## config.mk

```make
export PLATFORM = sky130hd
export DESIGN_NAME = serial_ripple_carry_4_bit_add
export DESIGN_NICKNAME = d
export VERILOG_FILES = /design/src/rtl/serial_ripple_carry_4_bit_add_pkg.sv /design/src/rtl/serial_ripple_carry_4_bit_add_full_adder.sv /design/src/rtl/serial_ripple_carry_4_bit_add.sv
export SDC_FILE = /design/constraint.sdc
export NUM_CORES = 1
export LEC_CHECK = 0
export BUFFER_PORTS_ARGS = -buffer_cell sky130_fd_sc_hd__buf_2
export CAP_MARGIN = 15
export CORE_UTILIZATION = 40
export DETAILED_ROUTE_END_ITERATION = 8
export SYNTH_ARGS = -nofsm -noshare
export SYNTH_HDL_FRONTEND = slang
export SYNTH_SLANG_ARGS = --single-unit
```

## constraint.sdc

```tcl
create_clock -name clk -period 1.1 [get_ports clk]
set_input_delay 0.11 -clock clk [delete_from_list [all_inputs] [get_ports clk]]
set_output_delay 0.11 -clock clk [all_outputs]
set_load 0.005 [all_outputs]
```

## src/rtl/serial_ripple_carry_4_bit_add_pkg.sv

```systemverilog
// -----------------------------------------------------------------------------
// adder_pkg
// Shared definitions for the bit-serial ripple-carry adder:
//   - state_e      : controller states (IDLE, RUN, DONE)
//   - cnt_w()      : bit-counter width for a given operand width ($clog2)
//   - width_ok()   : legality check for the WIDTH parameter (2..16)
// No ports; imported by the adder top level.
// -----------------------------------------------------------------------------
package adder_pkg;

  localparam int WIDTH_MIN = 2;
  localparam int WIDTH_MAX = 16;

  typedef enum logic [1:0] {
    IDLE = 2'd0,
    RUN  = 2'd1,
    DONE = 2'd2
  } state_e;

  // Counter must index bits 0..WIDTH-1; never narrower than one bit.
  function automatic int cnt_w(input int width);
    return (width < 2) ? 1 : $clog2(width);
  endfunction

  function automatic bit width_ok(input int width);
    return (width >= WIDTH_MIN) && (width <= WIDTH_MAX);
  endfunction

endpackage

```

## src/rtl/serial_ripple_carry_4_bit_add_full_adder.sv

```systemverilog
// -----------------------------------------------------------------------------
// full_adder_1bit
// Purely combinational one-bit full-adder slice.
// Ports:
//   a, b  : input operand bits
//   ci    : carry in
//   s     : sum bit      = a ^ b ^ ci
//   co    : carry out    = majority(a, b, ci)
// -----------------------------------------------------------------------------
module full_adder_1bit (
  input  logic a,
  input  logic b,
  input  logic ci,
  output logic s,
  output logic co
);

  assign s  = a ^ b ^ ci;
  assign co = (a & b) | (a & ci) | (b & ci);

endmodule

```

## src/rtl/serial_ripple_carry_4_bit_add.sv

```systemverilog
// -----------------------------------------------------------------------------
// serial_ripple_carry_4_bit_add
// Bit-serial adder: {Cout, Sum} = A + B + Cin, one bit per clock, LSB first,
// through a single full-adder slice with a registered carry.
// Ports:
//   clk   : rising-edge clock
//   rst   : synchronous reset, active-high
//   start : request; A, B, Cin sampled on the same edge (ignored while busy)
//   A, B  : WIDTH-bit addends
//   Cin   : carry in
//   Sum   : registered WIDTH-bit sum (final when done=1, held in IDLE)
//   Cout  : registered carry out
//   busy  : high while bits are being processed
//   done  : one-cycle pulse marking the result as valid
// -----------------------------------------------------------------------------
module serial_ripple_carry_4_bit_add
  import adder_pkg::*;
#(
  parameter int WIDTH = 4
) (
  input  logic             clk,
  input  logic             rst,
  input  logic             start,
  input  logic [WIDTH-1:0] A,
  input  logic [WIDTH-1:0] B,
  input  logic             Cin,
  output logic [WIDTH-1:0] Sum,
  output logic             Cout,
  output logic             busy,
  output logic             done
);

  localparam int CNT_W = cnt_w(WIDTH);

  if (!width_ok(WIDTH)) begin : g_bad_width
    $error("serial_ripple_carry_4_bit_add: WIDTH must be in 2..16");
  end

  state_e             state_q, state_d;
  logic [CNT_W-1:0]   cnt_q,   cnt_d;
  logic [WIDTH-1:0]   a_q,     a_d;
  logic [WIDTH-1:0]   b_q,     b_d;
  logic [WIDTH-1:0]   sum_q,   sum_d;
  logic               carry_q, carry_d;
  logic               cout_q,  cout_d;
  logic               busy_q,  busy_d;
  logic               done_q,  done_d;

  logic               fa_s;
  logic               fa_co;

  full_adder_1bit u_fa (
    .a  (a_q[0]),
    .b  (b_q[0]),
    .ci (carry_q),
    .s  (fa_s),
    .co (fa_co)
  );

  // Next-state, datapath shifting and registered-output decode.
  always_comb begin
    state_d = state_q;
    cnt_d   = cnt_q;
    a_d     = a_q;
    b_d     = b_q;
    sum_d   = sum_q;
    carry_d = carry_q;
    cout_d  = cout_q;

    case (state_q)
      IDLE, DONE: begin
        // DONE accepts a new start too, giving back-to-back operation.
        if (start) begin
          a_d     = A;
          b_d     = B;
          carry_d = Cin;
          sum_d   = {WIDTH{1'b0}};
          cnt_d   = {CNT_W{1'b0}};
          state_d = RUN;
        end else begin
          state_d = IDLE;
        end
      end
      RUN: begin
        // New sum bit enters at the MSB so after WIDTH shifts bit 0 sits at LSB.
        sum_d   = {fa_s, sum_q[WIDTH-1:1]};
        a_d     = {1'b0, a_q[WIDTH-1:1]};
        b_d     = {1'b0, b_q[WIDTH-1:1]};
        carry_d = fa_co;
        if (cnt_q == CNT_W'(WIDTH - 1)) begin
          cout_d  = fa_co;
          state_d = DONE;
        end else begin
          cnt_d   = cnt_q + CNT_W'(1);
        end
      end
      default: begin
        state_d = IDLE;
      end
    endcase

    // Flags are registered from the next state so they align with state_q.
    busy_d = (state_d == RUN);
    done_d = (state_d == DONE);
  end

  // State, datapath and output registers with synchronous reset.
  always_ff @(posedge clk) begin
    if (rst) begin
      state_q <= IDLE;
      cnt_q   <= {CNT_W{1'b0}};
      a_q     <= {WIDTH{1'b0}};
      b_q     <= {WIDTH{1'b0}};
      sum_q   <= {WIDTH{1'b0}};
      carry_q <= 1'b0;
      cout_q  <= 1'b0;
      busy_q  <= 1'b0;
      done_q  <= 1'b0;
    end else begin
      state_q <= state_d;
      cnt_q   <= cnt_d;
      a_q     <= a_d;
      b_q     <= b_d;
      sum_q   <= sum_d;
      carry_q <= carry_d;
      cout_q  <= cout_d;
      busy_q  <= busy_d;
      done_q  <= done_d;
    end
  end

  assign Sum  = sum_q;
  assign Cout = cout_q;
  assign busy = busy_q;
  assign done = done_q;

endmodule

```

==> out/qor.yml <==
synthesis:
  yosysMostFrequentCell: "dfxtp_1"
  synthCells: 88
  synth_ff_type: "dfxtp_1"
  synth-edff-count: 0
  yosysWarnings: 0
  ys_seq_area_frac: 0.4969
  avgSynthCellArea_um2: 9.157
  async_flop_share: 0
  yosys-top-cells-area: "dfxtp_1, a21oi_1, nor3_1"
  yosysTopAreaCellShare: 0.4969
  yosysTopAreaCell: "dfxtp_1"
  synth_area_um2: 805.8
  synth_nets: 102
  synth_common_cells: "dfxtp_1, a21oi_1, nor3_1"
  ys_types: 24
  ys_seq_elements: 20
clock_network:
  cts.sinks: 20
  cts_tree: "done"
  htreeDepth: 1
  cts_buffers: 3
  cts_hold_buf: 0
  clk_latency_ps: 290
  clockBufferDepth: 2
  root_buffer: "clkbuf_4"
  path_clk_slew_ps: 110
sta:
  max_slew_margin: 0.7383
  min_period_over_period: 1.080
  fin_crit_ps: 1188
  drv_slew: 0
  hold_viol_final: 0
  tightestPinTransition_ps: 392.6
  max_freq_mhz: 841.6
  setup_viol: 1
  rsz0062_at_grt: "yes"
  skew_ps: 2.657
  layout_setup_ws_ps: -88.28
  setup_tns_ps: -88.28
floorplanning:
  die_area_mm2: 0.002198
  ios: 19
  rows: 15
  die_w_um: 46.88
  core_mm2: 0.001802
  initial_core_util: 0.4472
  die_h_um: 46.88
drt:
  wl_met3_um: 60
  drcViolationCount: 0
  dr.max_layer_used: "met4"
  num_vias: 687
  met2_length_um: 810
  drt_iter0_markers: 13
  drt_wl_total_mm: 1.648
  wl_per_cell_um: 11.94
  m1WireLength_um: 764
  via_per_inst: 4.978
  ant_nets: 0
  dr.pass1.iters: 4
pwr:
  finalPower_uw: 1520
  leakage_uw: 0.0004423
  power.share.clock: 0.276
  p_int_uw: 1136
  p_sw_uw: 383.7
  cellPowerDensity_mw_per_mm2: 1371
  netSwitchingFraction: 0.2525
  p_comb_frac: 0.197
  ir_worst_vdd_uv: 834.6
  p_seq_frac: 0.526
global_routing:
  antenna_found_initial: 0
  grt_max_degree: 21
  grt_first_pass_wirelength_mm: 2.601
  overflow: 0
  grt_pass1_vias: 621
  track_usage: 0.1736
setup_path:
  crit_family: "adder cells"
  slowest_stage: "fa_2"
  slowest_delay_ps: 540
  crit_arrival_ps: 1370
  worstSetupStartpointType: "flip-flop"
  path_cells: "inv_2 > fa_2 > nand2b_4 > a21oi_2"
  required_ps: 1280
  crit_path_end_kind: "flip-flop"
  crit_type: "flip-flop to flip-flop"
  crit_buf_inv: 1
  critPathMaxFanout: 2
run_status:
  status: "finished with violations"
  violations: "setup timing"
place:
  place_hpwl_mm: 1.133
  dp_cells: 133
  place_congestion: 0.6817
  io_buffers: 18
hold_path:
  hold_class: "primary input to flip-flop"
cells_and_area:
  nNetsFinal: 128
  n_fill_cell: 177
  layout-drive-gt1-share: 0.4690
  finalNonFillerCells: 138
  synthToLayoutAreaGrowth_pct: 37.58
  antenna_cells: 0
job:
  cap_violations: 0
## state kept, by name (all words and copies together) (netlist names)
name / count
cnt_q: 2
carry_q: 1
state_q: 2
done: 1
Cout: 1
a_q: 4
busy: 1
Sum: 4
b_q: 4
## power by group through the flow
stage	clock [uW]	sequential (uW)	combinational (uW)
3_5_place_dp	0	810	241
4_1_cts	446	798	251
5_1_grt	474	807	332
6_report	420	800	300
3_3_place_gp	0	808	240
2_1_floorplan	0	805	159
## layout make-up
class / instances / area, um^2 / area share
multi-input combinational: 57 / 414.1 / 0.3736
clock buffer: 4 / 36.28 / 0.03273
timing repair buffer: 29 / 205.2 / 0.1851
sequential: 20 / 410.4 / 0.3702
inverter: 3 / 11.26 / 0.01016
tap: 25 / 31.28 / 0.02822
## placed cells by master, fill, tap and decap left out, types with 3 or more instances in the layout
| cell type | instances |
|---|---|
| nor2_1 | 4 |
| nand3_1 | 7 |
| o22ai_1 | 4 |
| buf_2 | 18 |
| nand2_1 | 6 |
| dfxtp_2 | 5 |
| a21oi_1 | 8 |
| dfxtp_1 | 14 |
| buf_4 | 8 |
| nand2b_4 | 3 |
| nor3_1 | 8 |
| clkbuf_4 | 3 |
## timing repair
item,CTS,global route
setup endpoints to repair,6,10
pin swaps,2,2
hold endpoints to repair,0,0
setup buffers,0,2
gates resized for setup,9,9
## per-stage QoR
stage	instance area (um^2)	hold slack [ps]	setup WS, ps	utilization
2_1_floorplan	810.8	246.0	-13.64	-
3_3_place_gp	972.2	351.8	-30.44	0.5396
3_5_place_dp	972.2	357.4	-42.26	0.5396
4_1_cts	1041	23.56	-57.21	0.5778
5_1_grt	1109	25.74	-128.0	0.6153
6_report	1109	41.34	-88.28	0.6153
## logic make-up (layout without fill, tap and decap cells)
group / after synthesis / after routing / share of synthesized area
and+or+nand+nor: 32 / 32 / 0.1972
AOI/OAI and AO/OA: 23 / 23 / 0.1925
DFF: 20 / 20 / 0.4969
buffers and inverters: 11 / 36 / 0.07297
adders and majority gates: 2 / 2 / 0.04037
## path summary, 6_finish.rpt
| path | depth (start not counted) | from | slack [ps] | to |
|---|---|---|---|---|
| worst min register to register | 2 | Sum[0] | 470 | Sum[0] |
| worst max register to register | 4 | carry_q | -90 | Sum[3] |
| worst min-delay path | 3 | B[3] | 40 | b_q[3] |
| worst max-delay path | 4 | carry_q | -90 | Sum[3] |
## worst reg2reg max path: cells and delay by family (launching register included)
kind                       cells  cell delay (ps)
DFF                            1              350
and+or+nand+nor                1              110
buffers and inverters          1               40
AOI/OAI and AO/OA              1               40
adders and majority gates      1              540
## layer usage
layer	vias up	global-route usage
li1	362	-
met1	310	0.1948
met2	13	0.3083
met3	2	0.02692
met4	0	0.1029
met5	-	0
No activity file was read; power rests on OpenSTA's default activity.
